File: src/rtl/regfile_wb_arbiter_pkg.sv
// Shared CPU types and sizes for the register-file writeback path.
package regfile_wb_arbiter_pkg;

  localparam int unsigned REG_NUM = 64;
  localparam int unsigned REG_AW  = $clog2(REG_NUM);
  localparam int unsigned WB_NREQ = 4;
  localparam int unsigned WE_W    = 4;

  typedef logic [REG_AW-1:0] reg_addr_t;
  typedef logic [31:0]       uint32_t;
  typedef logic [WE_W-1:0]   byte_en_t;

  // One registered regfile write port payload.
  typedef struct packed {
    byte_en_t  we;
    reg_addr_t waddr;
    uint32_t   wdata;
  } wb_slot_t;

endpackage

File: src/rtl/regfile_wb_arbiter_rr_pick2.sv
// Combinational two-grant round-robin picker; slot 2 must target a different register than slot 1.
module rr_pick2
  import regfile_wb_arbiter_pkg::*;
#(
  parameter int unsigned NREQ = WB_NREQ,
  localparam int unsigned IW  = (NREQ > 1) ? $clog2(NREQ) : 1
) (
  input  logic [NREQ-1:0] valid,
  input  reg_addr_t       waddr [NREQ],
  input  logic [IW-1:0]   ptr,
  output logic [NREQ-1:0] grant_c,
  output logic            s1_vld_c,
  output logic [IW-1:0]   s1_idx_c,
  output logic            s2_vld_c,
  output logic [IW-1:0]   s2_idx_c,
  output logic [IW-1:0]   next_ptr_c
);

  logic [IW-1:0] idx;
  logic [IW-1:0] last_idx;

  // Scan from ptr with wrap; same-address candidates are skipped for slot 2.
  always_comb begin
    grant_c    = '0;
    s1_vld_c   = 1'b0;
    s1_idx_c   = '0;
    s2_vld_c   = 1'b0;
    s2_idx_c   = '0;
    idx        = '0;
    last_idx   = '0;
    next_ptr_c = ptr;
    for (int unsigned k = 0; k < NREQ; k++) begin
      idx = IW'((32'(ptr) + k) % NREQ);
      if (valid[idx]) begin
        if (!s1_vld_c) begin
          s1_vld_c = 1'b1;
          s1_idx_c = idx;
        end else if (!s2_vld_c && (waddr[idx] != waddr[s1_idx_c])) begin
          s2_vld_c = 1'b1;
          s2_idx_c = idx;
        end
      end
    end
    if (s1_vld_c) begin
      grant_c[s1_idx_c] = 1'b1;
      last_idx          = s1_idx_c;
    end
    if (s2_vld_c) begin
      grant_c[s2_idx_c] = 1'b1;
      last_idx          = s2_idx_c;
    end
    if (s1_vld_c) begin
      next_ptr_c = IW'((32'(last_idx) + 32'd1) % NREQ);
    end
  end

endmodule

File: src/rtl/regfile_wb_arbiter.sv
// Arbitrates NREQ writeback requesters onto the two regfile write ports with one cycle of latency.
module regfile_wb_arbiter
  import regfile_wb_arbiter_pkg::*;
#(
  parameter int unsigned NREQ = WB_NREQ
) (
  input  logic            clk,
  input  logic            rst,
  input  logic [NREQ-1:0] req_valid,
  output logic [NREQ-1:0] req_ready,
  input  reg_addr_t       req_waddr [NREQ],
  input  logic [3:0]      req_we    [NREQ],
  input  uint32_t         req_wdata [NREQ],
  output logic [3:0]      inst1_we,
  output reg_addr_t       inst1_waddr,
  output uint32_t         inst1_wdata,
  output logic [3:0]      inst2_we,
  output reg_addr_t       inst2_waddr,
  output uint32_t         inst2_wdata
);

  localparam int unsigned IW = (NREQ > 1) ? $clog2(NREQ) : 1;

  logic [NREQ-1:0] grant_c;
  logic            s1_vld_c;
  logic            s2_vld_c;
  logic [IW-1:0]   s1_idx_c;
  logic [IW-1:0]   s2_idx_c;
  logic [IW-1:0]   next_ptr_c;
  logic [IW-1:0]   rr_ptr_q;
  logic [IW-1:0]   rr_ptr_d;
  wb_slot_t        slot1_q;
  wb_slot_t        slot1_d;
  wb_slot_t        slot2_q;
  wb_slot_t        slot2_d;

  rr_pick2 #(.NREQ(NREQ)) u_pick (
    .valid      (req_valid),
    .waddr      (req_waddr),
    .ptr        (rr_ptr_q),
    .grant_c    (grant_c),
    .s1_vld_c   (s1_vld_c),
    .s1_idx_c   (s1_idx_c),
    .s2_vld_c   (s2_vld_c),
    .s2_idx_c   (s2_idx_c),
    .next_ptr_c (next_ptr_c)
  );

  assign req_ready = rst ? '0 : grant_c;

  // Empty slots keep address/data and only drop the enables; r0 writes are neutralised here.
  always_comb begin
    slot1_d    = slot1_q;
    slot1_d.we = '0;
    slot2_d    = slot2_q;
    slot2_d.we = '0;
    rr_ptr_d   = next_ptr_c;
    if (s1_vld_c) begin
      slot1_d.waddr = req_waddr[s1_idx_c];
      slot1_d.wdata = req_wdata[s1_idx_c];
      slot1_d.we    = (req_waddr[s1_idx_c] == '0) ? '0 : req_we[s1_idx_c];
    end
    if (s2_vld_c) begin
      slot2_d.waddr = req_waddr[s2_idx_c];
      slot2_d.wdata = req_wdata[s2_idx_c];
      slot2_d.we    = (req_waddr[s2_idx_c] == '0) ? '0 : req_we[s2_idx_c];
    end
  end

  always_ff @(posedge clk or posedge rst) begin
    if (rst) begin
      slot1_q  <= '0;
      slot2_q  <= '0;
      rr_ptr_q <= '0;
    end else begin
      slot1_q  <= slot1_d;
      slot2_q  <= slot2_d;
      rr_ptr_q <= rr_ptr_d;
    end
  end

  assign inst1_we    = slot1_q.we;
  assign inst1_waddr = slot1_q.waddr;
  assign inst1_wdata = slot1_q.wdata;
  assign inst2_we    = slot2_q.we;
  assign inst2_waddr = slot2_q.waddr;
  assign inst2_wdata = slot2_q.wdata;

endmodule

File: config.mk
export PLATFORM = sky130hd
export DESIGN_NAME = regfile_wb_arbiter
export DESIGN_NICKNAME = d
export VERILOG_FILES = /design/src/rtl/regfile_wb_arbiter_pkg.sv /design/src/rtl/regfile_wb_arbiter_rr_pick2.sv /design/src/rtl/regfile_wb_arbiter.sv
export SDC_FILE = /design/constraint.sdc
export NUM_CORES = 1
export LEC_CHECK = 0
export CAP_MARGIN = 30
export CORE_ASPECT_RATIO = 1.1
export CORE_MARGIN = 2
export CORE_UTILIZATION = 48
export CTS_CLUSTER_SIZE = 40
export DETAILED_ROUTE_END_ITERATION = 10
export PLACE_DENSITY = 0.92
export SKIP_LAST_GASP = 1
export SLEW_MARGIN = 10
export SYNTH_ARGS = -nofsm -noshare
export SYNTH_HDL_FRONTEND = slang
export SYNTH_SLANG_ARGS = --single-unit
File: constraint.sdc
create_clock -name clk -period 6.35 [get_ports clk]
set_input_delay 0.635 -clock clk [delete_from_list [all_inputs] [get_ports clk]]
set_output_delay 0.635 -clock clk [all_outputs]
set_load 0.005 [all_outputs]
==> results.txt, run 1 <==
----------------------------------------------------
[Clocking]
  Clock network latency to the later pin of the worst-skew pair ... 0.35 ns
  Count of instances resized after the clock tree is built ... 0
  Clock Tree Buf Depth ... 2
  CTS hold repair buffers ... 0
  Number of clock buffers inserted by TritonCTS ... 9
  Post-CTS setup buffer count ... 0
  Clock-pin slew reported for the worst setup and hold paths after clock tree synthesis ... 0.06 ns
  Root Buffer Master ... clkbuf_16
  Clock tree from TritonCTS ... built
  Sink count of the clock tree ... 86
  H-tree depth reported by CTS ... 3

[Global route]
  Antenna violations before repair ... 0
  First-pass GRT wire length ... 50200 um
  Global route overflow ... 0
  Maximum number of pins on one net before global-route repair ... 79
  Vias in the first global route ... 9560
  Total Routing Usage GR ... 0.342

[Drt]
  First-pass detailed-route iteration total ... 6
  Drt first-iter violations ... 1136
  Via total after detailed routing ... 10300
  Average detailed-routed wire length per instance ... 20.6 um
  Post-detailed-route count of antenna-violating nets ... 0
  Remaining routing DRC violations ... 0
  Wirelength, routed ... 32400 um
  Vias per inst ... 6.52

[Floorplan]
  Number of core rows ... 50
  Die H ... 143 um
  Number of top-level design ports ... 262
  Horizontal die dimension ... 130 um
  Area of the die ... 0.0186 mm^2
  Area of the core ... 0.0171 mm^2
  Starting Density ... 0.493

[Finish]
  Final Net Count ... 1513
  Most used cells in the layout excluding fill and tap cells ... clkdlybuf4s50_1 (261), nand2_1 (223), nor2_1 (167)
  Layout-stage area growth over the synthesis result ... 35.2%
  Share of cells above drive strength 1 ... 0.0745
  Final core occ ... 0.666
  Most common library cell in the layout ignoring fill and taps ... clkdlybuf4s50_1
  Filler cell count ... 1403
  Number of antenna repair diodes ... 0
  Post-route cell area ... 0.0114 mm^2
  Area of the multi-input gates ... 0.00577 mm^2
  Sequential cell area ... 0.00216 mm^2
  Final cell count without fillers ... 1576

[Worst setup path]
  Worst reg2reg path depth ... 15
  Required time at the endpoint of the critical path ... 5.71 ns
  Most used cell, CP ... clkdlybuf4s50_1
  Setup crit start kind ... input port
  Cell with the largest stage delay on the worst path ... o31ai_2
  RR Startpoint ... rr_ptr_q[0]
  Startpoint-to-endpoint class of the critical path ... input port to output port
  CP bufs+invs ... 3
  Data arrival time of the worst path ... 5.32 ns
  CP delay by family, top ... compound AO/OA/AOI/OAI gates
  R2R setup slack ... 0.81 ns
  Delay of the slowest cell on the worst path ... 0.63 ns
  CP max FO ... 13
  Critical Path Sink Type ... output port
  Critical path cell sequence ... clkdlybuf4s50_1 -> mux2_2 -> nand2_1 -> o21ai_0 -> ha_1 -> inv_2 -> mux4_2 -> xnor2_1 -> nand4_1 -> o31ai_2 -> nand2b_1 -> o21a_1 -> o32a_1 -> and2_1 -> a21oi_1 -> nor2_1 -> clkdlybuf4s50_1
  Critical register-to-register path endpoint ... inst2_we[2]

[Placed design]
  Count of input and output buffers ... 261
  Routability congestion estimate ... 0.896
  Setup slack at placement ... 0.494 ns
  Post-DP HPWL ... 22000 um
  Placement-stage cell area ... 0.0111 mm^2
  Post-placement cell count ... 1561

[Pwr]
  Leak pwr ... 4.30 nW
  Pwr dens ... 636 mW/mm^2
  Sequential cell fraction of total power ... 0.146
  Combinational power share ... 0.783
  Net switching power ... 0.00369 W
  Peak VDD IR ... 0.000514 V
  Proportion of power drawn by the clock network ... 0.071
  Cell-internal power ... 0.00354 W
  Net Sw Frac ... 0.510

[STA]
  Fin crit period ... 5.95 ns
  Clk_skew ... 0.00779 ns
  Worst Setup Slack, final ... 0.398 ns
  Final worst-path cycle share ... 0.937
  Relative slew slack ... 0.343
  RSZ-0062 raised after global routing ... false
  Slew @ Worst Pin ... 0.965 ns
  Final-report hold violation count ... 0
  Max Slew Vio Count ... 0
  Final setup violation count ... 0
  Highest achievable clock rate ... 168 MHz
  Fin Setup TNS ... 0 ns

[Synthesis]
  Count of state elements after synthesis ... 86
  Post-synthesis cell type count ... 64
  Post-synthesis instance area ... 0.00841 mm^2
  Mean post-synth cell area ... 7.25 um^2
  Post-Syn Nets ... 1335
  Synthesized instance count ... 1160
  Proportion of synthesized flip-flops having asynchronous set or reset ... 1.00
  Sequential fraction of the synthesis area ... 0.256
  Post-synth top flop ... dfrtp_1
  Number of enable-type register cells in the synthesized netlist ... 0
  Warnings from Yosys ... 0

[Job]
  Total of max-cap violations ... 0

[Worst hold path]
  Cell count of the worst hold path ... 2
  Worst Hold End ... inst1_wdata[27]
  Hold/Removal Path Class ... register to register
  Worst hold path startpoint ... inst1_wdata[27]

[Outcome]
  Outcome ... completed

----------------------------------------------------
==> worst register-to-register path, cell delays in order (launching register included) <==
cell and delay [ns]:
dfrtp_4 0.42, buf_4 0.57, buf_4 0.63, and4bb_2 0.50, nand2_1 0.09, o2111a_1 0.16
a31oi_1 0.17, xnor2_1 0.15, nand4_1 0.23, o221ai_1 0.28, a21oi_1 0.20, o32ai_4 0.42
buf_4 0.59, o311ai_1 0.21, o311ai_1 0.65, nor2_1 0.14
==> Yosys cell counts (10+ instances only) <==
master	number	area (um^2)
o221ai_1	49	429
a21oi_1	57	285
xnor2_1	18	158
o22ai_1	10	62.6
o22a_1	67	587
dfrtp_1	86	2150
mux4_2	25	563
nor2_1	168	631
buf_2	25	125
nand3_1	43	215
nand2_1	223	837
clkbuf_1	79	297
o211ai_1	14	105
mux2i_1	33	330
buf_1	17	63.8
o21ai_0	131	656
==> metal layers <==
layer	wire [um]	GRT usage
met5	0	0
met3	3530	0.0806
met4	1800	0.183
met1	11900	0.426
met2	15200	0.546
==> worst max path at each step <==
stage | from | to | slack, ns | depth (start not counted)
global placement | req_valid[3] | req_ready[0] | 0.55 | 17
global route | req_valid[3] | req_ready[0] | 0.15 | 17
CTS | req_valid[3] | req_ready[0] | 0.46 | 17
detailed placement | req_valid[3] | req_ready[0] | 0.49 | 17
finish | req_valid[3] | req_ready[0] | 0.40 | 17
floorplan | rr_ptr_q[0] | req_ready[2] | 1.54 | 17
==> metrics by stage <==
step	hold WS, ns	power (W)
finish	0.485	0.00724
global route	0.509	0.00776
CTS	0.486	0.00714
detailed placement	0.472	0.00659
global placement	0.463	0.00641
floorplan	0.473	0.00479
==> logic make-up (layout without fill, tap and decap cells) <==
group,count (synthesis),in the layout,share of synthesized area
xor+xnor,24,24,0.0250
flops,86,86,0.256
simple gates,473,473,0.231
buf+inv,133,315,0.0643
compound gates,372,372,0.297
mux,70,70,0.124
fa+ha+maj,2,2,0.00268
==> state kept, by name, summed over array words and instances, names as in the netlist <==
name,cells
inst2_we,4
rr_ptr_q,2
inst2_wdata,32
inst1_wdata,32
inst1_we,4
inst2_waddr,6
inst1_waddr,6
==> power groups by stage <==
stage	registers (W)	clock network [W]	logic [W]
2_1_floorplan	0.00105	0	0.00375
3_3_place_gp	0.00105	0	0.00536
3_5_place_dp	0.00105	0	0.00554
4_1_cts	0.00105	0.000519	0.00557
5_1_grt	0.00108	0.000543	0.00614
6_report	0.00105	0.000515	0.00567
==> area by class of cell <==
type                       instances  area share
sequential                        86       0.190
inverter                           8     0.00275
multi-input combinational        941       0.507
timing repair buffer             292       0.250
clock inverter                     3     0.00176
tap                              234      0.0257
clock buffer                      12      0.0226
(Power assumes the default switching activity.)
==> run 2, diff against run 1 <==
--- a/config.mk
+++ b/config.mk
@@ -8,12 +8,13 @@
 export CAP_MARGIN = 30
 export CORE_ASPECT_RATIO = 1.1
 export CORE_MARGIN = 2
-export CORE_UTILIZATION = 48
+export CORE_UTILIZATION = 35
 export CTS_CLUSTER_SIZE = 40
 export DETAILED_ROUTE_END_ITERATION = 10
-export PLACE_DENSITY = 0.92
+export PLACE_DENSITY = 0.74
 export SKIP_LAST_GASP = 1
 export SLEW_MARGIN = 10
 export SYNTH_ARGS = -nofsm -noshare
 export SYNTH_HDL_FRONTEND = slang
+export SYNTH_HIERARCHICAL = 1
 export SYNTH_SLANG_ARGS = --single-unit
==> results.txt, run 2 <==
----------------------------------------------------
[STA]
  Clk_skew ... 0.00877 ns (+0.000983 ns)
  Fin Setup TNS ... 0 ns (unchanged)
  RSZ-0062 raised after global routing ... false
  Fin crit period ... 5.89 ns (-0.0642 ns)
  Relative slew slack ... 0.370 (+0.0269)
  Final-report hold violation count ... 0 (unchanged)
  Highest achievable clock rate ... 170 MHz (+1.1%)
  Max Slew Vio Count ... 0 (unchanged)
  Final setup violation count ... 0 (unchanged)
  Slew @ Worst Pin ... 0.945 ns (-0.0197 ns)
  Worst Setup Slack, final ... 0.462 ns (+0.0642 ns)
  Final worst-path cycle share ... 0.927 (-0.0101)

[Drt]
  Post-detailed-route count of antenna-violating nets ... 0 (unchanged)
  Wirelength, routed ... 26200 um (-19%)
  Vias per inst ... 5.85 (-10%)
  Average detailed-routed wire length per instance ... 22.9 um (+11%)
  Drt first-iter violations ... 450 (-60%)
  Remaining routing DRC violations ... 0 (unchanged)
  First-pass detailed-route iteration total ... 5 (-1)
  Via total after detailed routing ... 6695 (-35%)

[Job]
  Total of max-cap violations ... 0 (unchanged)

[Worst setup path]
  Required time at the endpoint of the critical path ... 5.71 ns (about the same)
  Critical Path Sink Type ... output port
  Worst reg2reg path depth ... 16 (+1)
  CP max FO ... 14 (+1)
  Data arrival time of the worst path ... 5.25 ns (-0.07 ns)
  RR Startpoint ... rr_ptr_q[0]
  Startpoint-to-endpoint class of the critical path ... input port to output port
  Critical register-to-register path endpoint ... inst2_we[3]
  R2R setup slack ... 0.90 ns (+0.09 ns)
  Setup crit start kind ... input port

[Placed design]
  Count of input and output buffers ... 261 (unchanged)
  Placement-stage cell area ... 0.0107 mm^2 (-3.5%)
  Routability congestion estimate ... 0.892 (-0.49%)
  Post-DP HPWL ... 19700 um (-10%)
  Setup slack at placement ... 0.483 ns (-0.0107 ns)

[Floorplan]
  Number of core rows ... 57 (+14%)
  Horizontal die dimension ... 148 um (+13%)
  Area of the core ... 0.0222 mm^2 (+30%)
  Die H ... 162 um (+13%)
  Number of top-level design ports ... 262 (unchanged)
  Area of the die ... 0.0239 mm^2 (+29%)
  Starting Density ... 0.358 (-0.134)

[Synthesis]
  Post-synthesis cell type count ... 76 (+19%)
  Count of state elements after synthesis ... 86 (unchanged)
  Fraction of post-synthesis cell area in the top cell type by area ... 0.271 (+0.0151)
  Post-synthesis instance area ... 0.00794 mm^2 (-5.6%)
  Post-Syn Nets ... 780 (-42%)
  Synthesized instance count ... 604 (-48%)
  Most instantiated library cell after synthesis ... dfrtp_1
  Warnings from Yosys ... 6 (+6)
  Combinational family with the most area after synthesis ... multiplexers
  Share of cell area taken by muxes after synthesis ... 0.470 (+0.346)
  Proportion of synthesized flip-flops having asynchronous set or reset ... 1.00 (unchanged)
  Mean post-synth cell area ... 13.2 um^2 (+81%)
  Dominant cells by area after synthesis ... dfrtp_1 (27%), mux4_2 (22%), mux2_2 (7.7%)
  Ranking of synthesized cells by instance count ... dfrtp_1 (86), mux4_2 (79), mux2_2 (54), mux2_4 (32), mux2i_1 (32)
  Xor and xnor fraction of the mapped netlist area ... 0.0110 (-0.0140)
  Synthesized-area fraction occupied by and/or/nand/nor cells ... 0.0769 (-0.154)
  Adder and majority gate portion of the synthesized area ... 0.00315 (+0.000473)
  Sequential fraction of the synthesis area ... 0.271 (+0.0151)
  Post-synth top flop ... dfrtp_1
  Number of enable-type register cells in the synthesized netlist ... 0 (unchanged)
  Library cell occupying the most area in the post-synthesis netlist ... dfrtp_1
  Share of the synthesized area in compound gates (AO/OA/AOI/OAI) ... 0.109 (-0.188)

[Worst hold path]
  Worst Hold End ... inst1_waddr[2]
  Cell count of the worst hold path ... 1 (-1)
  Hold/Removal Path Class ... register to register
  Worst hold path startpoint ... inst1_waddr[2]

[Global route]
  First-pass GRT wire length ... 40000 um (-20%)
  Global route overflow ... 0 (unchanged)
  Maximum number of pins on one net before global-route repair ... 65 (-18%)
  Antenna violations before repair ... 2 (+2)
  Vias in the first global route ... 6861 (-28%)
  Total Routing Usage GR ... 0.216 (-0.125)

[Pwr]
  Leak pwr ... 4.24 nW (-1.5%)
  Net Sw Frac ... 0.385 (-0.126)
  Cell-internal power ... 0.00398 W (+12%)
  Sequential cell fraction of total power ... 0.163 (+0.017)
  Proportion of power drawn by the clock network ... 0.089 (+0.018)
  Peak VDD IR ... 0.000209 V (-59%)
  Combinational power share ... 0.748 (-0.035)
  Net switching power ... 0.00249 W (-33%)
  Pwr dens ... 586 mW/mm^2 (-7.9%)

[Finish]
  Post-route cell area ... 0.0110 mm^2 (-2.9%)
  Layout-stage area growth over the synthesis result ... 39.0%
  Most common library cell in the layout ignoring fill and taps ... clkdlybuf4s50_1
  Share of cells above drive strength 1 ... 0.274 (+0.200)
  Final core occ ... 0.498 (-0.168)
  Final Net Count ... 1020 (-33%)
  Most used cells in the layout excluding fill and tap cells ... clkdlybuf4s50_1 (261), dfrtp_1 (84), mux4_2 (79)

[Clocking]
  Post-CTS setup buffer count ... 0 (unchanged)
  Clock network latency to the later pin of the worst-skew pair ... 0.34 ns (about the same)
  CTS hold repair buffers ... 0 (unchanged)
  Clock tree from TritonCTS ... built
  Clock-pin slew reported for the worst setup and hold paths after clock tree synthesis ... 0.07 ns (about the same)
  Clock Tree Buf Depth ... 2 (unchanged)
  Sink count of the clock tree ... 86 (unchanged)
  Count of instances resized after the clock tree is built ... 0 (unchanged)
  Number of clock buffers inserted by TritonCTS ... 9 (unchanged)
  H-tree depth reported by CTS ... 3 (unchanged)
  Root Buffer Master ... clkbuf_16

[Outcome]
  Outcome ... completed

----------------------------------------------------
==> run 2: cell count changes in the layout (fill, tap and decap cells not counted), sizes merged, moves of 46 or more <==
cell | previous run | this run
o221ai | 50 | 4
mux4 | 25 | 97
nand2 | 223 | 31
nor2 | 168 | 12
o22a | 67 | 1
o21ai | 142 | 21
mux2 | 10 | 86
==> run 2: how the worst max path moves through the flow <==
stage	startpoint	end	slack, ns	depth (start not counted)
floorplan	rr_ptr_q[0]	inst2_wdata[11]	1.01	21
global placement	req_valid[0]	req_ready[0]	0.57	15
detailed placement	req_valid[0]	req_ready[0]	0.48	15
CTS	req_valid[0]	req_ready[0]	0.48	15
global route	req_valid[0]	req_ready[0]	0.16	15
finish	req_valid[0]	req_ready[1]	0.46	16
==> run 2: stage by stage <==
| step | hold WS [ns] | power (W) | std cells |
|---|---|---|---|
| final | 0.505 | 0.00647 | 1145 |
| after CTS | 0.510 | 0.00654 | 1144 |
| after detailed placement | 0.494 | 0.00594 | 1128 |
| after global routing | 0.519 | 0.00691 | 1144 |
| after floorplan | 0.505 | 0.00469 | 604 |
| after global placement | 0.489 | 0.00585 | 1127 |
==> run 2: kinds of logic (layout without fill, tap and decap cells) <==
group / count (synthesis) / after routing
AOI/OAI and AO/OA: 112 / 112
xor gates and xnor gates: 10 / 10
adders and majority gates: 2 / 2
buffers and inverters: 70 / 315
DFF: 86 / 86
muxes: 219 / 219
other: 0 / 1
and+or+nand+nor: 105 / 105
==> run 2: critical path: stages <==
cell and delay [ns]:
clkdlybuf4s50_1 0.71, mux2i_1 0.16, o21ai_0 0.34, ha_1 0.38, inv_1 0.12, mux2i_1 0.10
o31a_1 0.39, a2111o_1 0.44, and3_1 0.17, nor4_1 0.29, and4_1 0.37, o21a_2 0.25
nor2_1 0.06, a32o_1 0.21, nor2b_1 0.12, clkdlybuf4s50_1 0.48
==> run 2: power by group through the flow <==
| stage | Clock [W] | Combinational (W) | Sequential [W] |
|---|---|---|---|
| 2_1_floorplan | 0 | 0.00365 | 0.00103 |
| 3_3_place_gp | 0 | 0.00480 | 0.00105 |
| 3_5_place_dp | 0 | 0.00488 | 0.00106 |
| 4_1_cts | 0.000590 | 0.00489 | 0.00105 |
| 5_1_grt | 0.000616 | 0.00520 | 0.00109 |
| 6_report | 0.000578 | 0.00484 | 0.00105 |
==> run 2: area by class of cell <==
type / count / area [um^2]
sequential: 86 / 2150
tap: 295 / 369
timing repair buffer: 282 / 2780
multi-input combinational: 448 / 5340
inverter: 17 / 65.1
fill: 1933 / 11100
clock buffer: 11 / 243
clock inverter: 5 / 81.3
antenna: 1 / 2.50
==> run 2: per-layer routing <==
layer	routed length (um)	GRT usage	up-vias	share of wire
met3	2090	0.0506	35	0.080
li1	-	-	2951	-
met5	13	0	-	0.00050
met4	626	0.0730	2	0.024
met1	10400	0.273	3403	0.40
met2	13100	0.367	304	0.50
==> run 3, diff against run 2 <==
--- a/config.mk
+++ b/config.mk
@@ -11,7 +11,6 @@
 export CORE_UTILIZATION = 35
 export CTS_CLUSTER_SIZE = 40
 export DETAILED_ROUTE_END_ITERATION = 10
-export PLACE_DENSITY = 0.74
 export SKIP_LAST_GASP = 1
 export SLEW_MARGIN = 10
 export SYNTH_ARGS = -nofsm -noshare
==> results.txt, run 3 (synthesis results as in run 2) <==
----------------------------------------------------
[Drt]
  First-pass detailed-route iteration total ... 5 (unchanged)
  Post-detailed-route count of antenna-violating nets ... 0 (unchanged)
  Via total after detailed routing ... 6772 (+1.2%)
  Average detailed-routed wire length per instance ... 24.4 um (+6.5%)
  Remaining routing DRC violations ... 0 (unchanged)
  Vias per inst ... 5.91 (+1.2%)
  Wirelength, routed ... 27900 um (+6.5%)
  Drt first-iter violations ... 523 (+16%)

[Worst setup path]
  Most used cell, CP ... clkdlybuf4s50_1
  Crit path launch ... req_valid[3]
  CP delay by family, top ... compound AO/OA/AOI/OAI gates
  CP max FO ... 11 (-3)
  Required time at the endpoint of the critical path ... 5.71 ns (about the same)
  Startpoint-to-endpoint class of the critical path ... input port to output port
  Critical path cell sequence ... clkdlybuf4s50_1 -> mux2_2 -> nand2_1 -> o21ai_0 -> ha_1 -> mux2i_1 -> o31a_1 -> a2111o_1 -> and3_1 -> nor4_1 -> and4_1 -> o32ai_4 -> o32ai_1 -> nor2b_1 -> clkdlybuf4s50_1
  RR Startpoint ... rr_ptr_q[0]
  CP bufs+invs ... 2 (-1)
  Data arrival time of the worst path ... 5.31 ns (+0.06 ns)
  Setup crit start kind ... input port
  Delay of the slowest cell on the worst path ... 0.53 ns (-0.18 ns)
  Cell with the largest stage delay on the worst path ... ha_1
  Critical Path Sink Type ... output port

[Floorplan]
  Number of top-level design ports ... 262 (unchanged)
  Horizontal die dimension ... 148 um (unchanged)
  Die H ... 162 um (unchanged)
  Starting Density ... 0.358 (unchanged)
  Area of the die ... 0.0239 mm^2 (unchanged)
  Area of the core ... 0.0222 mm^2 (unchanged)
  Number of core rows ... 57 (unchanged)

[Placed design]
  Setup slack at placement ... 0.419 ns (-0.0645 ns)
  Count of input and output buffers ... 261 (unchanged)
  Post-DP HPWL ... 21100 um (+6.7%)
  Routability congestion estimate ... 1.02 (+14%)

[Pwr]
  Pwr dens ... 584 mW/mm^2 (-0.36%)
  Peak VDD IR ... 0.000423 V (+100%)
  Leak pwr ... 4.22 nW (-0.36%)

[Clocking]
  CTS hold repair buffers ... 0 (unchanged)
  Root Buffer Master ... clkbuf_16
  Post-CTS setup buffer count ... 0 (unchanged)
  Clock tree from TritonCTS ... built
  Clock network latency to the later pin of the worst-skew pair ... 0.34 ns (about the same)
  H-tree depth reported by CTS ... 3 (unchanged)
  Clock-pin slew reported for the worst setup and hold paths after clock tree synthesis ... 0.06 ns (about the same)
  Sink count of the clock tree ... 86 (unchanged)
  Clock Tree Buf Depth ... 2 (unchanged)
  Number of clock buffers inserted by TritonCTS ... 9 (unchanged)
  Count of instances resized after the clock tree is built ... 0 (unchanged)

[Finish]
  Area of the multi-input gates ... 0.00534 mm^2 (unchanged)
  Most used cells in the layout excluding fill and tap cells ... clkdlybuf4s50_1 (261), dfrtp_1 (84), mux4_2 (79)
  Final Net Count ... 1019 (-0.098%)
  Sequential cell area ... 0.00215 mm^2 (unchanged)
  Share of cells above drive strength 1 ... 0.272 (-0.00203)
  Filler cell count ... 1963 (+1.6%)
  Most common library cell in the layout ignoring fill and taps ... clkdlybuf4s50_1
  Layout-stage area growth over the synthesis result ... 38.6%

[Job]
  Total of max-cap violations ... 0 (unchanged)

[Worst hold path]
  Hold/Removal Path Class ... register to register
  Worst hold path startpoint ... inst2_waddr[3]

[Global route]
  Total Routing Usage GR ... 0.233 (+0.0162)
  Global route overflow ... 0 (unchanged)
  Antenna violations before repair ... 4 (+2)
  First-pass GRT wire length ... 42600 um (+6.4%)
  Maximum number of pins on one net before global-route repair ... 49 (-25%)
  Vias in the first global route ... 7002 (+2.1%)

[STA]
  Worst Setup Slack, final ... 0.408 ns (-0.0548 ns)
  Clk_skew ... 0.00767 ns (-0.00110 ns)
  Final setup violation count ... 0 (unchanged)
  Fin crit period ... 5.94 ns (+0.0548 ns)
  Highest achievable clock rate ... 168 MHz (-0.92%)
  Slew @ Worst Pin ... 0.941 ns (-0.00490 ns)
  Final-report hold violation count ... 0 (unchanged)
  RSZ-0062 raised after global routing ... false
  Relative slew slack ... 0.372 (+0.00235)
  Fin Setup TNS ... 0 ns (unchanged)
  Max Slew Vio Count ... 0 (unchanged)
  Final worst-path cycle share ... 0.936 (+0.00863)

[Outcome]
  Outcome ... completed

----------------------------------------------------
==> run 3: worst paths after layout <==
kind                              endpoint  slack [ns]  cells past startpoint
setup / recovery              req_ready[0]        0.41                     15
hold / removal              inst2_waddr[3]        0.51                      1
setup reg to reg               inst2_we[3]        0.82                     16
hold reg to reg             inst2_waddr[3]        0.51                      1
max in group asynchronous   inst2_wdata[3]        4.76                      4
min in group asynchronous  inst1_wdata[18]        0.59                      2
==> run 3: layer usage <==
layer | GRT usage | share of wire | vias up
li1 | - | - | 2944
met1 | 0.300 | 0.40 | 3442
met2 | 0.390 | 0.49 | 335
met3 | 0.0531 | 0.082 | 47
met4 | 0.0734 | 0.026 | 4
met5 | 0 | 0.00097 | -
==> run 3: final cells by class <==
cell class,instances,area share
flip-flops and latches,86,0.196
well taps,295,0.0335
diodes,2,0.000455
clock inverters,3,0.00170
inverters,17,0.00591
multi-input cells,448,0.485
repair buffers,281,0.254
clock buffers,13,0.0236
==> run 3: per-stage QoR <==
step | total power [W] | instances | hold slack, ns | util | cell area [um^2]
floorplan | 0.00469 | 604 | 0.505 | - | 7940
global placement | 0.00585 | 1126 | 0.493 | 0.482 | 10700
detailed placement | 0.00595 | 1127 | 0.496 | 0.484 | 10700
CTS | 0.00648 | 1143 | 0.509 | 0.496 | 11000
global route | 0.00686 | 1145 | 0.529 | 0.496 | 11000
finish | 0.00643 | 1145 | 0.506 | 0.496 | 11000
==> run 3: worst register-to-register path, cell delays in order (launching register included) <==
cell,delay (ns)
dfrtp_2,0.60
mux2_2,0.31
nand2_1,0.13
o21ai_0,0.21
ha_1,0.53
inv_1,0.19
mux2i_4,0.34
mux2_2,0.38
nand2_1,0.07
a32oi_1,0.15
nor4_4,0.49
o31ai_1,0.18
o32ai_4,0.36
buf_12,0.33
mux4_2,0.64
nor4_4,0.37
a21oi_1,0.12
==> run 3: power breakdown <==
part	leakage (nW)	total [W]	switching, W	internal [W]
combinational	3.08	0.00486	0.00211	0.00275
clock	0.140	0.000510	0.000223	0.000287
sequential	1.00	0.00106	0.000194	0.000867
